===== config.mk =====
export PLATFORM = sky130hd
export DESIGN_NAME = sprite_rom_arbiter
export DESIGN_NICKNAME = d
export VERILOG_FILES = /design/src/rtl/sprite_rom_arbiter.sv
export SDC_FILE = /design/constraint.sdc
export NUM_CORES = 1
export LEC_CHECK = 0
export ABC_AREA = 0
export ABC_CLOCK_PERIOD_IN_PS = 3400
export CAP_MARGIN = 0
export CORE_MARGIN = 5
export CORE_UTILIZATION = 35
export CTS_CLUSTER_DIAMETER = 200
export DETAILED_ROUTE_END_ITERATION = 12
export GPL_ROUTABILITY_DRIVEN = 0
export HOLD_SLACK_MARGIN = 0.02
export PLACE_DENSITY = 0.81
export SETUP_SLACK_MARGIN = 0.05
export SYNTH_ARGS = -nofsm -noshare
export SYNTH_HDL_FRONTEND = slang
export SYNTH_SLANG_ARGS = --single-unit

===== constraint.sdc =====
create_clock -name vga_clk -period 3.4 [get_ports vga_clk]
set_input_delay 0.34 -clock vga_clk [delete_from_list [all_inputs] [get_ports vga_clk]]
set_output_delay 0.34 -clock vga_clk [all_outputs]
set_load 0.05 [all_outputs]

===== src/rtl/sprite_rom_arbiter.sv =====
// Round-robin arbiter that shares one sprite ROM read port between N_REQ pixel
// requesters and returns each palette index tagged with the requester id.
module sprite_rom_arbiter #(
  parameter int N_REQ   = 4,
  parameter int AW      = 11,
  parameter int DW      = 5,
  parameter int ROM_LAT = 1
) (
  input  logic                     vga_clk,
  input  logic                     Reset,
  input  logic                     en,
  input  logic [N_REQ-1:0]         req,
  input  logic [N_REQ*AW-1:0]      req_addr,
  output logic [N_REQ-1:0]         gnt,
  output logic [AW-1:0]            rom_address,
  input  logic [DW-1:0]            rom_q,
  output logic                     rd_valid,
  output logic [$clog2(N_REQ)-1:0] rd_id,
  output logic [DW-1:0]            rd_data,
  output logic                     busy
);

  localparam int             IW      = $clog2(N_REQ);
  localparam int             DEPTH   = ROM_LAT + 1;
  localparam logic [IW:0]    NREQ_W  = (IW+1)'(N_REQ);
  localparam logic [IW-1:0]  LAST_ID = IW'(N_REQ - 1);

  logic [IW-1:0]             r_ptr;
  logic [AW-1:0]             r_romAddr;
  logic [DEPTH-1:0]          r_tagValid;
  logic [DEPTH-1:0][IW-1:0]  r_tagId;

  logic                      w_found;
  logic [IW-1:0]             w_winner;
  logic [N_REQ-1:0]          w_gnt;
  logic                      w_xfer;
  logic [AW-1:0]             w_addrSel;
  logic [IW-1:0]             w_tagIdIn;
  logic [IW-1:0]             w_ptrNext;

  // Search from the pointer upwards, wrapping past N_REQ-1 back to 0.
  always_comb begin
    logic [IW:0] idx;
    w_found  = 1'b0;
    w_winner = '0;
    idx      = '0;
    for (int k = 0; k < N_REQ; k++) begin
      idx = {1'b0, r_ptr} + (IW+1)'(k);
      if (idx >= NREQ_W) idx = idx - NREQ_W;
      if (!w_found && req[idx[IW-1:0]]) begin
        w_found  = 1'b1;
        w_winner = idx[IW-1:0];
      end
    end
  end

  always_comb begin
    w_gnt = '0;
    if (!Reset && en && w_found) w_gnt[w_winner] = 1'b1;
  end

  assign w_xfer    = |(req & w_gnt);
  assign w_addrSel = req_addr[w_winner*AW +: AW];
  assign w_tagIdIn = w_xfer ? w_winner : '0;
  assign w_ptrNext = (w_winner == LAST_ID) ? '0 : w_winner + 1'b1;

  // Tags travel alongside the ROM access so rd_id lines up with rom_q.
  always_ff @(posedge vga_clk) begin
    if (Reset) begin
      r_ptr      <= '0;
      r_romAddr  <= '0;
      r_tagValid <= '0;
      r_tagId    <= '0;
    end else begin
      r_tagValid <= {r_tagValid[DEPTH-2:0], w_xfer};
      r_tagId    <= {r_tagId[DEPTH-2:0], w_tagIdIn};
      if (w_xfer) begin
        r_romAddr <= w_addrSel;
        r_ptr     <= w_ptrNext;
      end
    end
  end

  assign gnt         = w_gnt;
  assign rom_address = r_romAddr;
  assign rd_valid    = r_tagValid[DEPTH-1];
  assign rd_id       = r_tagId[DEPTH-1];
  assign rd_data     = rom_q;
  assign busy        = |r_tagValid;

endmodule


==> Yosys cells after proc, flatten, opt, wreduce, memory -nomap -nowiden <==
Index checks and enable logic that the tools add are counted.
{ "word_totals": {"register_bits": 19, "elab_cells": 65} }
{ "classes": {"add_sub_neg": 8, "multipliers": 1, "bitwise_logic": 2, "reduce_logical": 13, "n_eq_ne": 1, "mux": 24, "n_shift": 1, "magnitude_cmp": 10} }
{ "ops": {"columns": ["operator", "count"], "rows": [
  ["$shiftx 44x7->11", 1],
  ["$mux 2", 9],
  ["$lt 2x3->1 const B", 5],
  ["$ge 3x3->1 const B", 3],
  ["$mux 1", 9],
  ["$bmux 1 s2", 4],
  ["$sub 2x1->2 const B", 4],
  ["$add 2x2->3 const B", 2],
  ["$logic_and 1x1->1", 6],
  ["$mul 2x4->6 const B", 1],
  ["$and 4x4->4", 1],
  ["$logic_not 1->1", 4],
  ["$mux 4", 1],
  ["$reduce_or 2->1", 2],
  ["$reduce_or 4->1", 1],
  ["$add 2x1->3 const B", 1],
  ["$ge 2x3->1 const B", 1],
  ["$add 2x1->2 const B", 1],
  ["$demux 1 s2", 1],
  ["$eq 2x2->1 const B", 1],
  ["$ge 2x1->1 const B", 1],
  ["$not 1->1", 1]
]} }

==> Logic depth before layout (Yosys ltp) <==
{ "logic_depth": {"ltp_word": 23, "depth_mapped": 13, "depth_no_buf": 9} }

==> Least setup slack after synthesis <==
No wires, ideal clock.
{ "synth_path": {"kind": "reg-to-output", "from": "register r_ptr[1]", "to": "output port gnt[1]", "arrival_time_ps": 2528, "required_ps": 3060, "path_buffers": 1, "path_stages_with_launch": 6, "setup_slack_ps": 532, "path_cell_list": "dfxtp_1 mux2i_1 nor2_1 nor3_2 clkbuf_1 nor3b_1"} }
{ "synth_between": {"elab_chain_len": 19} }
{ "synth_lines": {"columns": ["element", "line", "rtl"], "rows": [
  ["from (decl)", "28", "logic [IW-1:0] r_ptr;"],
  ["from (signal assigned)", "79", "r_ptr <= w_ptrNext;"],
  ["branches (longest 18 deep; another with $add 2x1->3)", null, null],
  ["$mux 4 *", "59", "if (!Reset && en && w_found) w_gnt[w_winner] = 1'b1;"],
  ["to (decl)", "14", "output logic [N_REQ-1:0] gnt,"]
]} }
Every way passes the cells marked *. The select of a mux whose other input is x is not followed.

==> Worst setup path after layout <==
{ "layout_path": {"from": "input port req[2]", "to": "register r_romAddr[0] (netlist: rom_address[0])"} }
{ "layout_between": {"elab_chain_len": 19} }
{ "layout_lines": {"columns": ["element", "line", "rtl"], "rows": [
  ["from (decl)", "12", "input logic [N_REQ-1:0] req,"],
  ["branches (longest 19 deep; another with $bmux 1 s2)", null, null],
  ["to (signal assigned)", "78", "r_romAddr <= w_addrSel;"],
  ["to (decl)", "29", "logic [AW-1:0] r_romAddr;"]
]} }
Several ways; the timed one is not identified. The select of a mux whose other input is x is not followed.
A chain may end at the register's enable or synchronous reset.

==> metrics.txt <==
full die area 4580 um^2; Net Switching 0.231 mW; hold_buf cts 0; initial antenna violation count 0; power density over cell area 339 nW/um^2; final hold slack 0.444 ns; count of input and output buffers 69; largest family of logic cells by synthesized area simple AND/OR/NAND/NOR gates; Syn Nets 204; simple-gate share of the synthesized area 27.5%; Top Ports 80; Mapped Avg Cell Area 7.92 um^2; fin crit share 77.2%; clock-pin slew on the worst setup and hold paths 0.11 ns; sequential group share of total power 38.4%; H-tree depth 1; Pint 0.411 mW; synthesized area 1160 um^2; via density per instance 5.09; most frequent cells in the layout clkdlybuf4s50_1, nand2_1, dfxtp_1; Synth Area in XOR/XNOR 0%; vias post-DR 1,292; Setup crit start kind input port; Net Sw Frac 36.0%; MaxCap Viol Count 0; synth unique cells 29; max_slew headroom 65.1%; Final Power 0.642 mW; Adder-Cell Fraction of Synth Area 1.08%; Setup Skew 0.00705 ns; clock tree buffer depth 2; Initial Utilization 35.4%; first-pass GRT wire length 5970 um; clock root cell clkbuf_4; Ys Warns 0; Final Setup Violations 0; worst-margin pin slew 0.522 ns; global route total overflow 0; core area 3280 um^2; Core Rows 21; worst hold path class flip-flop to flip-flop; unrepaired setup endpoints after global routing false; ANT cells 0; proportion of layout cells with a drive suffix above 1 11.1%; CP bufs+invs 3; Post-CTS Setup Inserts 0; Die X 67.7 um; Total Routing Usage GR 17.3%; Worst Setup Path Type input port to flip-flop; Clock Power Share 17.8%; asr flop ratio synth 0%; worst skew pair latency 0.30 ns; max frequency 381 MHz; Top FF cell, synth dfxtp_1; First-pass DRT Iterations 4; Synth Instances 147; Max VDD drop 158 uV; nature of the critical path endpoint flip-flop; CTS tree done; CTS Sinks 19; Final Max Tran Viols 0; minimum clock period 2.62 ns; sequential area share after synthesis 32.7%; WL final 3630 um; synth-to-layout area growth 62.7%; Resized Gates After CTS 0; Die Y 67.7 um; most common cell after layout, fill and taps aside clkdlybuf4s50_1; post-DR wirelength/cell 14.3 um; final hold vios 0; CP max stage delay 0.51 ns; Num CTS Buffers 3; post-synthesis compound-gate area fraction 26.0%; cell family with most CP delay compound AO/OA/AOI/OAI gates; run status finished clean; Setup TNS Final 0 ns; # DRC 0; ANT nets after route 0; largest net degree at the start of global routing 28; P_leak 0.727 nW; fin nets 266; Post-synth EDFFs 0; critical path arrival 2.86 ns; FF+latch count, synth 19; DR iter-0 viols 79; WP data required 3.63 ns; number of global-route vias before repair 1,281; post-synthesis mux area share 1.72%; critical-path cell list clkdlybuf4s50_1 -> nor2b_1 -> a221o_1 -> nand2_4 -> inv_2 -> ha_1 -> nand2_1 -> a31o_1 -> buf_4 -> a311o_1 -> a21oi_2; crit-path max FO 19; slowest CP cell clkdlybuf4s50_1; Gate power share 43.7%; hpwl dp 2770 um
## flip-flops by register name (all words and copies together) (netlist names)
| name | count |
|---|---|
| rd_id | 2 |
| r_ptr | 2 |
| r_tagId | 2 |
| rom_address | 11 |
| r_tagValid | 2 |
## cells by family after synthesis
kind of cell / after synthesis
flops: 19
simple gates: 65
mux: 2
compound gates: 38
fa+ha+maj: 1
buf+inv: 22
## synth_stat cells (4+ instances only)
master     n  area share (%)
a211oi_1  11             7.1
a21oi_1    8             3.4
a21oi_2    4             3.0
a311o_1   11             9.5
and3_1    11             5.9
buf_4      8             5.2
clkbuf_1   8             2.6
dfxtp_1   19              33
nand2_1   35              11
nor2_1     4             1.3
nor2b_1    5             2.7
## layout make-up
type | count | area, um^2
clock buffers | 3 | 22.5
well taps | 46 | 57.6
flip-flops and latches | 19 | 380
repair buffers | 75 | 751
multi-input cells | 106 | 662
inverters | 4 | 15.0
fillers | 302 | 1390
clock inverters | 1 | 5.00
## final timing paths
kind,start,end,slack (ns),depth (start not counted)
worst min register to register,r_tagId[1]$_SDFF_PP0_,rd_id[1]$_SDFF_PP0_,0.44,1
worst min-delay path,r_tagId[1]$_SDFF_PP0_,rd_id[1]$_SDFF_PP0_,0.44,1
worst max register to register,r_ptr[1]$_SDFFE_PP0P_,rom_address[0]$_SDFFE_PP0P_,1.03,10
worst max-delay path,req[2],rom_address[0]$_SDFFE_PP0P_,0.78,11
## routing by layer
layer  up-vias  share of wire, %  global-route usage (%)
li1        643                 -                       -
met1       596                39                    19.4
met2        51                50                    30.5
met3         2                11                    7.65
met4         0              0.30                    2.78
met5         -                 0                       0
## metrics by stage
step | instances | setup WS [ns] | area (um^2) | utilization, %
detailed placement | 250 | 0.468 | 1870 | 56.8
global route | 254 | 0.604 | 1890 | 57.6
floorplan | 147 | 0.532 | 1160 | -
global placement | 250 | 0.575 | 1870 | 56.8
finish | 254 | 0.775 | 1890 | 57.6
CTS | 254 | 0.780 | 1890 | 57.6
## power groups by stage
stage / logic (mW) / registers, mW / clock network, mW
after CTS: 0.283 / 0.247 / 0.120
after global routing: 0.304 / 0.249 / 0.129
after floorplan: 0.143 / 0.287 / 0
after detailed placement: 0.282 / 0.252 / 0
final: 0.281 / 0.247 / 0.114
after global placement: 0.278 / 0.251 / 0
Note: power is estimated with default switching activity, not from simulation.
